`config.mk`:
```
export PLATFORM = sky130hd
export DESIGN_NAME = submarine_grid_engine
export DESIGN_NICKNAME = d
export VERILOG_FILES = /design/src/rtl/submarine_grid_engine.sv
export SDC_FILE = /design/constraint.sdc
export NUM_CORES = 1
export LEC_CHECK = 0
export ABC_AREA = 1
export CAP_MARGIN = 30
export CORE_AREA = 2 2 132 134
export DETAILED_ROUTE_END_ITERATION = 8
export DIE_AREA = 0 0 134 136
export HOLD_SLACK_MARGIN = 0.1
export PLACE_DENSITY = 0.87
export SYNTH_ARGS = -nofsm -noshare
export SYNTH_HDL_FRONTEND = slang
export SYNTH_SLANG_ARGS = --single-unit
export TNS_END_PERCENT = 5
```
`constraint.sdc`:
```
create_clock -name clk -period 11.6 [get_ports clk]
set_input_delay 2.9 -clock clk [delete_from_list [all_inputs] [get_ports clk]]
set_output_delay 2.9 -clock clk [all_outputs]
set_load 0.005 [all_outputs]
```
`src/rtl/submarine_grid_engine.sv`:
```
// Submarine-hunt game engine: runtime fleet placement followed by one-at-a-time shot resolution.
// Defining SHOT_LIMIT_EN adds the out_of_shots port and ends the game after MAX_SHOTS shots.
module submarine_grid_engine #(
  parameter int unsigned GRID      = 6,
  parameter int unsigned NUM_SUBS  = 4,
  parameter int unsigned MAX_LEN   = 4,
  parameter int unsigned MAX_SHOTS = 36,
  parameter int unsigned COORD_W   = $clog2(GRID),
  parameter int unsigned LEN_W     = $clog2(MAX_LEN + 1)
) (
  input  logic                             clk,
  input  logic                             rstn,
  input  logic                             place_valid,
  input  logic [COORD_W-1:0]               place_x,
  input  logic [COORD_W-1:0]               place_y,
  input  logic [LEN_W-1:0]                 place_len,
  input  logic                             place_vert,
  output logic                             place_err,
  input  logic                             start,
  input  logic [COORD_W-1:0]               x,
  input  logic [COORD_W-1:0]               y,
  input  logic                             cord_valid,
  output logic                             busy,
  output logic                             hit,
  output logic                             sink,
  output logic                             miss,
  output logic                             repeat_shot,
  output logic                             shot_err,
  output logic [$clog2(NUM_SUBS+1)-1:0]    subs_left,
  output logic [$clog2(GRID*GRID+1)-1:0]   shot_cnt,
`ifdef SHOT_LIMIT_EN
  output logic                             out_of_shots,
`endif
  output logic                             done
);

  localparam int unsigned Cells = GRID * GRID;
  localparam int unsigned CellW = (Cells > 1) ? $clog2(Cells) : 1;
  localparam int unsigned IdW   = $clog2(NUM_SUBS + 1);
  localparam int unsigned SubW  = (NUM_SUBS > 1) ? $clog2(NUM_SUBS) : 1;
  localparam int unsigned CntW  = $clog2(Cells + 1);

  typedef enum logic [2:0] {
    StLoad, StPcheck, StPwrite, StPlay, StResolve, StReport, StDone
  } state_e;

  state_e state_q, state_d;

  logic [IdW-1:0]     cell_id_q [Cells];
  logic [Cells-1:0]   cell_shot_q;
  logic [LEN_W-1:0]   sub_rem_q [NUM_SUBS];
  logic [COORD_W-1:0] px_q, py_q, sx_q, sy_q;
  logic [LEN_W-1:0]   plen_q, idx_q;
  logic               pvert_q;
  logic               place_err_q, hit_q, sink_q, miss_q, rep_q, serr_q, done_q;
  logic [IdW-1:0]     subs_left_q;
  logic [CntW-1:0]    shot_cnt_q;

  logic [31:0]        span_end, cross_coord, walk_x, walk_y;
  logic               place_ok;
  logic [CellW-1:0]   walk_idx, shot_idx;
  logic [IdW-1:0]     walk_id, new_id, shot_id;
  logic [SubW-1:0]    shot_sub;
  logic               shot_in, shot_seen, res_new, res_hit, res_sink;
  logic               game_over, limit_hit;
  logic [CntW-1:0]    cnt_next;
  logic               place_acc, place_rej, shot_acc;

  // Request screening: the far end of the hull and the fixed coordinate must both lie on the board.
  assign span_end    = (place_vert ? 32'(place_y) : 32'(place_x)) + 32'(place_len);
  assign cross_coord = place_vert ? 32'(place_x) : 32'(place_y);
  assign place_ok    = (place_len != '0) && (32'(place_len) <= MAX_LEN) && (span_end <= GRID) &&
                       (cross_coord < GRID) && (32'(subs_left_q) < NUM_SUBS);

  // Cell under the placement walker; the new sub takes the next free id.
  assign walk_x   = 32'(px_q) + (pvert_q ? 32'd0 : 32'(idx_q));
  assign walk_y   = 32'(py_q) + (pvert_q ? 32'(idx_q) : 32'd0);
  assign walk_idx = CellW'(walk_y * GRID + walk_x);
  assign walk_id  = cell_id_q[walk_idx];
  assign new_id   = subs_left_q + IdW'(1);

  assign shot_in   = (32'(sx_q) < GRID) && (32'(sy_q) < GRID);
  assign shot_idx  = CellW'(32'(sy_q) * GRID + 32'(sx_q));
  assign shot_id   = cell_id_q[shot_idx];
  assign shot_seen = cell_shot_q[shot_idx];
  assign shot_sub  = SubW'(shot_id - IdW'(1));
  assign res_new   = shot_in && !shot_seen;
  assign res_hit   = res_new && (shot_id != '0);
  assign res_sink  = res_hit && (sub_rem_q[shot_sub] == LEN_W'(1));
  assign cnt_next  = (res_new && (32'(shot_cnt_q) < Cells)) ? shot_cnt_q + CntW'(1) : shot_cnt_q;
  assign game_over = res_sink && (subs_left_q == IdW'(1));

`ifdef SHOT_LIMIT_EN
  logic oos_q;
  // A fleet-sinking final shot wins even when it also exhausts the budget.
  assign limit_hit    = res_new && (32'(cnt_next) == MAX_SHOTS) && !game_over;
  assign out_of_shots = oos_q;
`else
  logic unused_max_shots;
  assign limit_hit        = 1'b0;
  assign unused_max_shots = ^MAX_SHOTS;
`endif

  always_comb begin
    state_d   = state_q;
    place_acc = 1'b0;
    place_rej = 1'b0;
    shot_acc  = 1'b0;
    unique case (state_q)
      StLoad: begin
        if (start && (subs_left_q != '0)) begin
          state_d = StPlay;
        end else if (place_valid) begin
          if (place_ok) begin
            place_acc = 1'b1;
            state_d   = StPcheck;
          end else begin
            place_rej = 1'b1;
          end
        end
      end
      StPcheck: begin
        if (walk_id != '0) begin
          place_rej = 1'b1;
          state_d   = StLoad;
        end else if (idx_q == plen_q - LEN_W'(1)) begin
          state_d = StPwrite;
        end
      end
      // idx_q == plen_q is the commit cycle after the last cell write.
      StPwrite: begin
        if (idx_q == plen_q) state_d = StLoad;
      end
      StPlay, StReport: begin
        state_d = StPlay;
        if (cord_valid) begin
          shot_acc = 1'b1;
          state_d  = StResolve;
        end
      end
      StResolve: state_d = (game_over || limit_hit) ? StDone : StReport;
      StDone:    state_d = StDone;
      default:   state_d = StLoad;
    endcase
  end

  always_ff @(posedge clk or negedge rstn) begin
    if (!rstn) state_q <= StLoad;
    else       state_q <= state_d;
  end

  always_ff @(posedge clk or negedge rstn) begin
    if (!rstn) begin
      cell_id_q   <= '{default: '0};
      cell_shot_q <= '0;
      sub_rem_q   <= '{default: '0};
      px_q        <= '0;
      py_q        <= '0;
      sx_q        <= '0;
      sy_q        <= '0;
      plen_q      <= '0;
      idx_q       <= '0;
      pvert_q     <= 1'b0;
      place_err_q <= 1'b0;
      hit_q       <= 1'b0;
      sink_q      <= 1'b0;
      miss_q      <= 1'b0;
      rep_q       <= 1'b0;
      serr_q      <= 1'b0;
      done_q      <= 1'b0;
      subs_left_q <= '0;
      shot_cnt_q  <= '0;
`ifdef SHOT_LIMIT_EN
      oos_q       <= 1'b0;
`endif
    end else begin
      place_err_q <= place_rej;
      hit_q       <= 1'b0;
      sink_q      <= 1'b0;
      miss_q      <= 1'b0;
      rep_q       <= 1'b0;
      serr_q      <= 1'b0;
      if (place_acc) begin
        px_q    <= place_x;
        py_q    <= place_y;
        plen_q  <= place_len;
        pvert_q <= place_vert;
        idx_q   <= '0;
      end
      if (state_q == StPcheck) begin
        idx_q <= (state_d == StPwrite) ? '0 : idx_q + LEN_W'(1);
      end
      if (state_q == StPwrite) begin
        if (idx_q == plen_q) begin
          sub_rem_q[SubW'(subs_left_q)] <= plen_q;
          subs_left_q                   <= new_id;
        end else begin
          cell_id_q[walk_idx] <= new_id;
          idx_q               <= idx_q + LEN_W'(1);
        end
      end
      if (shot_acc) begin
        sx_q <= x;
        sy_q <= y;
      end
      if (state_q == StResolve) begin
        serr_q     <= !shot_in;
        rep_q      <= shot_in && shot_seen;
        miss_q     <= res_new && (shot_id == '0);
        hit_q      <= res_hit;
        sink_q     <= res_sink;
        shot_cnt_q <= cnt_next;
        if (res_new) cell_shot_q[shot_idx] <= 1'b1;
        if (res_hit) sub_rem_q[shot_sub] <= sub_rem_q[shot_sub] - LEN_W'(1);
        if (res_sink) subs_left_q <= subs_left_q - IdW'(1);
        if (game_over || limit_hit) done_q <= 1'b1;
`ifdef SHOT_LIMIT_EN
        if (limit_hit) oos_q <= 1'b1;
`endif
      end
    end
  end

  assign busy        = (state_q == StPcheck) || (state_q == StPwrite) ||
                       (state_q == StResolve) || (state_q == StDone);
  assign place_err   = place_err_q;
  assign hit         = hit_q;
  assign sink        = sink_q;
  assign miss        = miss_q;
  assign repeat_shot = rep_q;
  assign shot_err    = serr_q;
  assign subs_left   = subs_left_q;
  assign shot_cnt    = shot_cnt_q;
  assign done        = done_q;

endmodule

```
# Word-level counts from Yosys, hierarchy flattened
# Cells that the tools add are included.
# op_classes
mul,2
n_addsub,12
eq_ne,11
n_bitwise,6
n_lt_le_gt_ge,16
n_reduce_logical,33
mux,64
# ops
op,n
$bwmux 108,1
$mux 3,29
$mux 12,4
$bmux 3 s6,2
$or 36x36->36,1
$bwmux 12,2
$demux 3 s6,1
$pmux 3 s6,1
$logic_and 1x1->1,17
$mux 1,17
$ge 7x7->1 const B,2
$not 6->7,2
$add 3x3->4,3
$demux 3 s2,2
$lt 3x3->1 const B,4
$reduce_bool 3->1,4
$eq 3x1->1 const B,3
$eq 3x2->1 const B,3
$eq 3x3->1 const B,3
$sub 3x1->3 const B,3
$reduce_and 2->1,4
$lt 6x7->1 const B,1
$lt 7x1->1 const B,1
$add 3x1->3 const B,2
24 further kinds,32
# totals
regBits,194
output_inout_bits,17

# Logic depth before layout (Yosys ltp)
# Gate-level depths: netlist of the first run.
# depth
depth_word,21
depth_mapped,27

# Worst setup path before layout of the first run
# OpenSTA, ideal clock, no wires.
# synth_timing
path_kind,input to register
from,input place_x[1]
to,register idx_q[0]
stages,12
path_buffers,1
t_arrival_ns,4.554
slack_ns,6.923
path_cell_list,inv_1 -> o21ai_0 -> ha_1 -> a21oi_1 -> nor2_1 -> nor4_1 -> o21ai_0 -> nor2_1 -> nand2_1 -> clkbuf_1 -> a31oi_1 -> a21oi_1
# synth_between
elab_chain_len,15
elab_cells_between_ends,22
classes_between,add/sub (1); order compare (2); eq/ne (1); mux (15); reduce/logical (3)
# synth_rtl
item,line,rtl
from (decl),14,"input logic [COORD_W-1:0] place_x,"
$mux 3,70,assign span_end = (place_vert ? 32'(place_y) : 32'(place_x)) + 32'(place_len);
$add 3x3->4,70,
$le 4x3->1,72,assign place_ok = (place_len != '0) && (32'(place_len) <= MAX_LEN) && (span_end <= GRID) &&
$logic_and 1x1->1,72,
$logic_and 1x1->1 (*),72,
$logic_and 1x1->1 (*),73,(cross_coord < GRID) && (32'(subs_left_q) < NUM_SUBS);
$mux 3,114,if (place_ok) begin
$mux 3,113,end else if (place_valid) begin
$mux 3,111,if (start && (subs_left_q != '0)) begin
$pmux 3 s6,109,unique case (state_q)
$eq 3x2->1,191,idx_q <= (state_d == StPwrite) ? '0 : idx_q + LEN_W'(1);
$mux 3,191,
$mux 3 (*),190,if (state_q == StPcheck) begin
$mux 3,194,if (idx_q == plen_q) begin
$mux 3 (*),193,if (state_q == StPwrite) begin
to (signal assigned),191,
to (signal assigned),199,idx_q <= idx_q + LEN_W'(1);
to (decl),53,"logic [LEN_W-1:0] plen_q, idx_q;"
# Every way passes the cells marked *; elsewhere a longest branch is shown, timed or not.
# A chain may end at the register's enable or synchronous reset.

# Final worst setup path of the first run
# layout_timing
from,register sy_q[1]
to,register idx_q[2]
# layout_between
elab_chain_len,21
elab_cells_between_ends,29
classes_between,add/sub (2); mul (1); order compare (1); eq/ne (2); mux (14); bitwise (2); reduce/logical (7)
# layout_rtl
item,line,rtl
from (decl),52,"logic [COORD_W-1:0] px_q, py_q, sx_q, sy_q;"
from (signal assigned),204,sy_q <= y;
$mul 3x2->5,83,assign shot_idx = CellW'(32'(sy_q) * GRID + 32'(sx_q));
$add 6x3->6,83,
$not 6->7 (implied by the code),84,assign shot_id = cell_id_q[shot_idx];
$bmux 3 s6,84,
$mux 3 (implied by the code) (2 in series),84,
$sub 2x1->2,86,assign shot_sub = SubW'(shot_id - IdW'(1));
$not 2->3 (implied by the code),89,assign res_sink = res_hit && (sub_rem_q[shot_sub] == LEN_W'(1));
$bmux 3 s2,89,
[5 not listed],--,
$mux 2 (*),141,StResolve: state_d = (game_over || limit_hit) ? StDone : StReport;
$pmux 3 s6 (*),109,
net state_d[1],47,"state_e state_q, state_d;"
$eq 3x2->1 (*),191,
$mux 3 (*),191,
$mux 3 (*),190,
$mux 3,194,
$mux 3 (*),193,
# Mark *: on every way through the listed nets, which the timed path passes. The rest lies on a longest branch. The select of a mux whose other input is x is not followed.

==> impl_metrics.ini, run 1 <==
[status]
outcome = finished clean

[critical_path]
critical_path.startpoint_type = register
reg2reg_to = idx_q[2]$_DFF_PN0_
r2r_cells = 24
required_ns = 11.97
regToRegStartpoint = sy_q[1]$_DFFE_PN0P_
crit_fanout = 14
worstSetupEndpointType = register
worst-setup-path-type = reg2reg
regToRegSetupSlack_ns = 5.75
critPathArrivalTime_ns = 6.22

[clocking]
clkSinkCount = 194
clkLatencyLatePin_ns = 0.45
htree_num_levels = 4
post-cts-setup-buffers = 0
cts_tree = done
numCtsBuffers = 17
cts_repair_resize_count = 0
cts.root.buffer_cell = clkbuf_16
cts_buffer_depth = 2
clkTransAtPathRegs_ns = 0.07
post_cts_hold_buffer_count = 0

[grt]
grt_start_max_net_pins = 114
grt_overall_usage = 0.3484
number_of_global_route_vias_before_repair = 9452
antenna_found_initial = 0
grt_first_pass_wirelength_microns = 49270
grt_overflow = 0

[layout]
final_net_count = 1475
fillerInstances = 1344
regArea_sq_mm = 0.004856
syn_to_final_growth_pct = 10.90
antenna-diode-count = 0
post-route-util = 0.7060
proportion_of_layout_cells_with_a_drive_suffix_above_1 = 0.07013
multi_input_comb_area_sq_mm = 0.005213

[floorplanning]
chipWidth_microns = 134
initial_cell_density_of_the_core = 0.6366
die_y_microns = 136
coreArea_sq_mm = 0.01688
row_count = 48
die-area_sq_mm = 0.01822
io_pins = 38

[timing]
timing_worst_slew_pin_value_ns = 0.8887
max-slew-margin-rel = 0.4075
timing.final.setup_violations = 0
timing.fmax_mhz = 171.0
setup_total_negative_slack_ns = 0
setup_repair_after_global_routing_missed_its_margin = false
min_period_over_period = 0.5042
timing.clock.skew_ns = 0.01324
finalCriticalPeriod_ns = 5.848
slew_viol_final = 0
hold_viol_final = 0

[worst_hold_path]
hold_class = reg2reg
instance_count_along_the_most_critical_hold_path = 2
hp-start = cell_shot_q[30]$_DFFE_PN0P_
worstHoldEndpoint = cell_shot_q[30]$_DFFE_PN0P_

[yosys]
synth_cell_types = 55
ys.flop_type = dfrtp_1
synthesis.area_per_instance_sq_um = 7.773
synth-warning-count = 0
postSynth.asyncResetShare = 1.000
syn-instance-count = 1382
synth.cell_area_sq_mm = 0.01074
synth_enable_flop_cells = 0
number_of_synthesized_register_bits = 194
synth_sequential_area_ratio = 0.4519
syn_nets = 1444

[detailed_routing]
drtPass1Iterations = 7
routed-via-count = 9964
final_antenna_net_count = 0
via_per_inst = 6.035
avgRoutedWirePerCell_microns = 18.49
route.final.wire_length_microns = 30530
route.detailed.drc = 0
detailedRoute.firstIterationViolations = 1206

[job]
maxCapViolCount = 0

[placement]
routability_congestion_estimate = 0.9901
place_hpwl_microns = 21420
port_buffers = 37
## synth_stat cells (all sizes together), types with 2 or more instances
master	count	area, sq um
a21o	3	22.52
a21oi	26	141.4
a221oi	2	17.52
a31o	17	148.9
a31oi	4	25.02
buf	18	123.9
clkbuf	15	56.30
clkinv	2	7.510
dfrtp	194	4855
fa	8	160.2
ha	33	412.9
inv	130	488.0
mux2	5	56.30
nand2	473	1831
nand3	47	235.2
nand4	10	62.56
nor2	103	414.2
nor3	17	100.1
o2111ai	5	43.79
o211ai	2	15.01
o21ai	199	996.0
o22ai	14	87.58
o31ai	19	142.6
or2	3	18.78
xnor2	6	52.55
xor2	11	96.34
## cells in the final DEF, fill, tap and decap left out, types with 6 or more instances in the layout
master,Yosys,routed
nand2_1,463,463
dfrtp_1,194,193
o21ai_0,176,176
inv_1,115,115
nor2_1,96,96
nand3_1,47,47
clkdlybuf4s50_1,0,36
ha_1,33,33
a21oi_1,25,25
o21ai_1,23,23
o31ai_1,19,19
a31o_2,17,17
clkbuf_16,0,17
inv_2,15,15
o22ai_1,14,14
nor3_1,14,14
xor2_1,11,11
nand4_1,10,10
fa_1,8,8
nand2_4,6,6
xnor2_1,6,6
## state kept, by name (all words and copies together) (netlist names), 3 cells and up
name and flops:
cell_id_q 108, cell_shot_q 36, sub_rem_q 12, shot_cnt 6, idx_q 3, plen_q 3
px_q 3, py_q 3, state_q 3, subs_left 3, sx_q 3, sy_q 3
## area by class of cell
class                   count  share of cell area
well taps                 225             0.02363
inverters                 132             0.04159
clock inverters            12             0.01197
clock buffers              20             0.03833
multi-input cells        1023              0.4375
repair buffers             45             0.03938
flip-flops and latches    194              0.4076
## kinds of logic (layout without fill, tap and decap cells)
| kind of cell | after synthesis | count (layout) | synth area share |
|---|---|---|---|
| buf+inv | 165 | 209 | 0.06289 |
| mux | 5 | 5 | 0.005241 |
| flops | 194 | 194 | 0.4519 |
| fa+ha+maj | 41 | 41 | 0.05334 |
| compound gates | 302 | 302 | 0.1619 |
| simple gates | 658 | 658 | 0.2509 |
| xor+xnor | 17 | 17 | 0.01386 |
## per-stage QoR
| step | hold slack [ns] | area, sq um | cells | worst slack (ns) |
|---|---|---|---|---|
| final | 0.4496 | 11910 | 1651 | 5.752 |
| after global routing | 0.4659 | 11910 | 1651 | 5.447 |
| after CTS | 0.4512 | 11910 | 1651 | 5.864 |
| after detailed placement | 0.4360 | 11310 | 1619 | 5.889 |
| after global placement | 0.4286 | 11260 | 1616 | 5.999 |
| after floorplan | 0.4184 | 10740 | 1382 | 6.923 |
## metal layers
layer,wire length [microns],vias to the layer above,GRT usage
met1,12560,4758,0.4824
met2,14020,507,0.5439
met4,1172,0,0.1507
met5,0,-,0
li1,-,4601,-
met3,2776,98,0.06152
## critical path: stages (launching register included)
cell and delay, ns:
dfrtp_1 0.46, ha_1 0.36, fa_1 0.76, inv_2 0.31, nand2_4 0.08, nor2_1 0.67
clkinv_1 0.40, or2_2 0.38, o2111ai_1 0.11, nor2_1 0.07, a31oi_1 0.15, and2_1 0.25
ha_1 0.28, inv_1 0.13, nor2_1 0.07, a32oi_1 0.25, inv_2 0.12, ha_1 0.21
nand2_1 0.07, nor2_2 0.05, nand4_1 0.12, nand2_1 0.08, nand3_1 0.14, nand2_1 0.07
a21oi_1 0.14
## worst max path at each step
stage / from / slack [ns] / endpoint
after global routing: sy_q[1]$_DFFE_PN0P_ / 5.45 / idx_q[2]$_DFF_PN0_
after detailed placement: sy_q[1]$_DFFE_PN0P_ / 5.89 / subs_left[0]$_DFF_PN0_
after floorplan: place_x[1] / 6.92 / idx_q[0]$_DFF_PN0_
after CTS: sy_q[1]$_DFFE_PN0P_ / 5.86 / idx_q[2]$_DFF_PN0_
after global placement: place_vert / 6.00 / py_q[0]$_DFFE_PN0P_
final: sy_q[1]$_DFFE_PN0P_ / 5.75 / idx_q[2]$_DFF_PN0_
Power of run 1 is left out: the tool's default activity adds up to more than one toggle a clock period on the data nets, which glitch-free logic cannot reach.
==> run 2, diff against run 1 <==
Settings changed: CORE_AREA 2 2 132 134 to 2 2 135 137, DIE_AREA 0 0 134 136 to 0 0 137 139, PLACE_DENSITY 0.87 to 0.84.
Clock period 11.6 ns to 6.09 ns, I/O delays scaled along.
==> impl_metrics.ini, run 2 (same netlist as run 1, synthesis figures left out) <==
[status]
outcome = finished clean

[layout]
most_frequent_cells_in_the_layout = nand2_1, dfrtp_1, o21ai_0
regMostFlops = cell_id_q
proportion_of_layout_cells_with_a_drive_suffix_above_1 = 0.07213
syn_to_final_growth_pct = 10.91
final_net_count = 1477
largest_registers = cell_id_q: 108 flops, cell_shot_q: 36 flops, sub_rem_q: 12 flops
antenna-diode-count = 0
layout_commonest_cell = nand2_1
flip_flop_count_of_the_largest_register_all_copies_and_words_added = 108

[critical_path]
critPathArrivalTime_ns = 5.45
required_ns = 6.40
regToRegStartpoint = sy_q[1]$_DFFE_PN0P_
reg2reg_to = subs_left[0]$_DFF_PN0_
critical_path.startpoint_type = register
worstSetupEndpoint = subs_left[0]$_DFF_PN0_
regToRegSetupSlack_ns = 0.95
critPathLaunch = sy_q[1]$_DFFE_PN0P_
crit_fanout = 8
worst-setup-path-type = reg2reg
worstSetupEndpointType = register
r2r_cells = 24

[worst_hold_path]
hold_class = reg2reg
hp-start = cell_shot_q[28]$_DFFE_PN0P_
instance_count_along_the_most_critical_hold_path = 2

[grt]
grt_start_max_net_pins = 110
grt_overall_usage = 0.3414
grt_first_pass_wirelength_microns = 50250
antenna_found_initial = 0
grt_overflow = 0
number_of_global_route_vias_before_repair = 9457

[floorplanning]
chipWidth_microns = 137
io_pins = 38
initial_cell_density_of_the_core = 0.6084
row_count = 49
coreArea_sq_mm = 0.01766
die-area_sq_mm = 0.01904
die_y_microns = 139

[placement]
routability_congestion_estimate = 1.030
place_hpwl_microns = 22070
port_buffers = 37

[detailed_routing]
via_per_inst = 5.990
route.detailed.drc = 0
route.final.wire_length_microns = 31170
final_antenna_net_count = 0
detailedRoute.firstIterationViolations = 1301
avgRoutedWirePerCell_microns = 18.81
drtPass1Iterations = 8
routed-via-count = 9925

[clocking]
clkSinkCount = 194
cts_repair_resize_count = 0
clkLatencyLatePin_ns = 0.45
numCtsBuffers = 17
cts_buffer_depth = 2
cts_tree = done
clkTransAtPathRegs_ns = 0.07
htree_num_levels = 4
post-cts-setup-buffers = 0
cts.root.buffer_cell = clkbuf_16
post_cts_hold_buffer_count = 0

[timing]
timing_worst_slew_pin_value_ns = 0.8797
setup_repair_after_global_routing_missed_its_margin = false
timing.final.setup_violations = 0
timing.fmax_mhz = 194.6
hold_viol_final = 0
timing.clock.skew_ns = 0.01139
finalCriticalPeriod_ns = 5.138
min_period_over_period = 0.8437
slew_viol_final = 0
max-slew-margin-rel = 0.4090
setup_total_negative_slack_ns = 0

[job]
maxCapViolCount = 0
## run 2: cell count changes in the layout (fill, tap and decap cells not counted), sizes merged
cell | previous run | this run
buf | 8 | 10
clkinv | 3 | 5
bufinv | 2 | 1
clkbuf | 21 | 20
## run 2: worst max-delay path, cell delays in order, from the launching register on
cell,delay [ns]
dfrtp_1,0.46
ha_1,0.36
fa_1,0.74
inv_2,0.19
nor2_1,0.22
inv_1,0.08
nor2_1,0.32
inv_1,0.15
o22a_1,0.19
o2111ai_1,0.12
nor2_1,0.06
a311oi_1,0.17
and2_1,0.25
ha_1,0.27
inv_1,0.15
nor2_1,0.07
a32oi_1,0.24
inv_2,0.11
ha_1,0.20
nand2_1,0.07
nor2_2,0.06
nand2_1,0.08
nor2_2,0.05
or2_1,0.23
xor2_1,0.14
## run 2: metrics by stage
| stage | worst slack, ns | cell area, sq um | utilization | instances | hold slack [ns] |
|---|---|---|---|---|---|
| after floorplan | 1.865 | 10740 | - | 1382 | 0.4184 |
| after global placement | 1.254 | 11300 | 0.6398 | 1623 | 0.4302 |
| after detailed placement | 1.010 | 11340 | 0.6422 | 1625 | 0.4372 |
| after CTS | 0.9695 | 11920 | 0.6748 | 1657 | 0.4524 |
| after global routing | 0.5991 | 11920 | 0.6748 | 1657 | 0.4717 |
| final | 0.9521 | 11920 | 0.6748 | 1657 | 0.4474 |
## run 2: layout make-up
class / count / area [sq um]
fillers: 1485 / 5742
multi-input cells: 1023 / 5213
flip-flops and latches: 194 / 4856
inverters: 132 / 495.5
repair buffers: 47 / 489.2
clock buffers: 19 / 452.9
well taps: 229 / 286.5
clock inverters: 13 / 122.6
## run 2: per-layer routing
layer,vias to the layer above,track usage,wire (microns),share of wire
met5,-,0,0,0
met4,0,0.1042,898,0.029
met3,86,0.08516,2918,0.094
met2,517,0.5203,14340,0.46
met1,4719,0.4828,13010,0.42
li1,4603,-,-,-
## run 2: worst min-delay path by stage
stage	slack, ns	end
final	0.45	cell_shot_q[28]$_DFFE_PN0P_
after global routing	0.47	cell_shot_q[20]$_DFFE_PN0P_
after CTS	0.45	cell_shot_q[28]$_DFFE_PN0P_
after detailed placement	0.44	cell_shot_q[28]$_DFFE_PN0P_
after global placement	0.43	cell_shot_q[22]$_DFFE_PN0P_
after floorplan	0.42	cell_shot_q[22]$_DFFE_PN0P_
Power of run 2 is left out for the same reason.
==> run 3, diff against run 2 <==
Clock period 6.09 ns to 5.3 ns, I/O delays scaled along.
==> impl_metrics.ini, run 3 (same netlist as run 1, synthesis figures left out) <==
[grt]
number_of_global_route_vias_before_repair = 9467
grt_start_max_net_pins = 113
grt_first_pass_wirelength_microns = 50070
grt_overflow = 0
antenna_found_initial = 0
grt_overall_usage = 0.3420

[clocking]
numCtsBuffers = 17
clkLatencyLatePin_ns = 0.45
cts_repair_resize_count = 0
cts.root.buffer_cell = clkbuf_16
post-cts-setup-buffers = 0
cts_tree = done
htree_num_levels = 4
cts_buffer_depth = 2
clkTransAtPathRegs_ns = 0.08
clkSinkCount = 194
post_cts_hold_buffer_count = 0

[job]
maxCapViolCount = 0

[layout]
most_frequent_cells_in_the_layout = nand2_1, dfrtp_1, o21ai_0
final_net_count = 1488
syn_to_final_growth_pct = 11.46
layout_commonest_cell = nand2_1
antenna-diode-count = 0
largest_registers = cell_id_q: 108 flops, cell_shot_q: 36 flops, sub_rem_q: 12 flops
proportion_of_layout_cells_with_a_drive_suffix_above_1 = 0.07853
flip_flop_count_of_the_largest_register_all_copies_and_words_added = 108
finish.cell_count_without_fillers = 1668
regMostFlops = cell_id_q

[timing]
timing.clock.skew_ns = 0.009446
timing_worst_slew_pin_value_ns = 0.9976
max-slew-margin-rel = 0.3342
hold_viol_final = 0
setup_repair_after_global_routing_missed_its_margin = false
setup_total_negative_slack_ns = 0
slew_viol_final = 0
timing.fmax_mhz = 206.7
timing.final.setup_violations = 0
finalCriticalPeriod_ns = 4.837
min_period_over_period = 0.9127

[detailed_routing]
final_antenna_net_count = 0
detailedRoute.firstIterationViolations = 1179
routed-via-count = 9923
avgRoutedWirePerCell_microns = 18.95
drtPass1Iterations = 8
via_per_inst = 5.949
route.final.wire_length_microns = 31600
route.detailed.drc = 0

[floorplanning]
chipWidth_microns = 137
io_pins = 38
row_count = 49
die_y_microns = 139
initial_cell_density_of_the_core = 0.6084
coreArea_sq_mm = 0.01766
die-area_sq_mm = 0.01904

[critical_path]
regToRegSetupSlack_ns = 0.46
required_ns = 5.63
worstSetupEndpointType = register
critical_path.startpoint_type = register
reg2reg_to = idx_q[0]$_DFF_PN0_
crit_fanout = 8
critPathArrivalTime_ns = 5.17
regToRegStartpoint = sy_q[1]$_DFFE_PN0P_
r2r_cells = 24
worst-setup-path-type = reg2reg

[worst_hold_path]
instance_count_along_the_most_critical_hold_path = 2
hp-start = cell_shot_q[22]$_DFFE_PN0P_
hold_class = reg2reg
worstHoldEndpoint = cell_shot_q[22]$_DFFE_PN0P_

[placement]
place_hpwl_microns = 22650
routability_congestion_estimate = 1.036
numPlacedInstances = 1636
port_buffers = 37

[status]
outcome = finished clean
run 3: changes by cell type in the layout (fill, tap and decap cells not counted):
cell	delta
inv_6	-2
inv_8	+2
clkinv_2	-2
clkbuf_1	+1
clkinv_4	+1
buf_4	+13
clkinvlp_4	+1
clkinv_8	+1
buf_16	-1
buf_8	-1
clkbuf_8	-2
run 3: final cells by class:
cell class | count | area (sq um)
flip-flops and latches | 194 | 4856
clock inverters | 14 | 150.1
well taps | 229 | 286.5
fillers | 1480 | 5683
clock buffers | 18 | 429.2
repair buffers | 58 | 544.3
inverters | 132 | 495.5
multi-input cells | 1023 | 5213
run 3: how the worst max path moves through the flow:
stage / from / end / slack, ns / cells past startpoint
floorplan: sy_q[1]$_DFFE_PN0P_ / subs_left[0]$_DFF_PN0_ / 1.08 / 24
global placement: idx_q[0]$_DFF_PN0_ / idx_q[0]$_DFF_PN0_ / 0.76 / 21
detailed placement: sy_q[1]$_DFFE_PN0P_ / idx_q[0]$_DFF_PN0_ / 0.56 / 24
CTS: sy_q[1]$_DFFE_PN0P_ / idx_q[0]$_DFF_PN0_ / 0.51 / 24
global route: sy_q[1]$_DFFE_PN0P_ / idx_q[0]$_DFF_PN0_ / 0.11 / 22
finish: sy_q[1]$_DFFE_PN0P_ / idx_q[0]$_DFF_PN0_ / 0.46 / 24
run 3: stage by stage:
stage	worst slack, ns	instance area, sq um	utilization	hold WS [ns]
after global placement	0.7624	11370	0.6442	0.4335
after detailed placement	0.5590	11390	0.6453	0.4372
after CTS	0.5106	11970	0.6781	0.4528
final	0.4628	11970	0.6781	0.4554
after global routing	0.1085	11970	0.6781	0.4694
after floorplan	1.075	10740	-	0.4184
run 3: worst max-delay path: stages (launching register included):
cell and delay [ns]:
dfrtp_1 0.45, ha_1 0.35, fa_1 0.58, inv_2 0.13
nor2_1 0.21, inv_1 0.09, nor2_1 0.21, inv_1 0.17
o22a_1 0.24, o2111ai_1 0.09, nor2_1 0.07, a311oi_1 0.19
and2_1 0.23, ha_1 0.27, inv_1 0.13, a32oi_1 0.16
inv_2 0.14, ha_1 0.18, nand2_1 0.07, nor2_2 0.15
nand3_1 0.10, a21oi_1 0.20, nand3_1 0.16, nand2_1 0.11
a21oi_1 0.06
run 3: metal layers:
| layer | wire (microns) | part of all wire | global-route usage | up-vias |
|---|---|---|---|---|
| li1 | - | - | - | 4622 |
| met1 | 12960 | 0.41 | 0.4761 | 4668 |
| met2 | 14610 | 0.46 | 0.5266 | 532 |
| met3 | 3127 | 0.099 | 0.08991 | 101 |
| met4 | 902 | 0.029 | 0.1036 | 0 |
| met5 | 0 | 0 | 0 | - |
Power of run 3 is left out for the same reason.
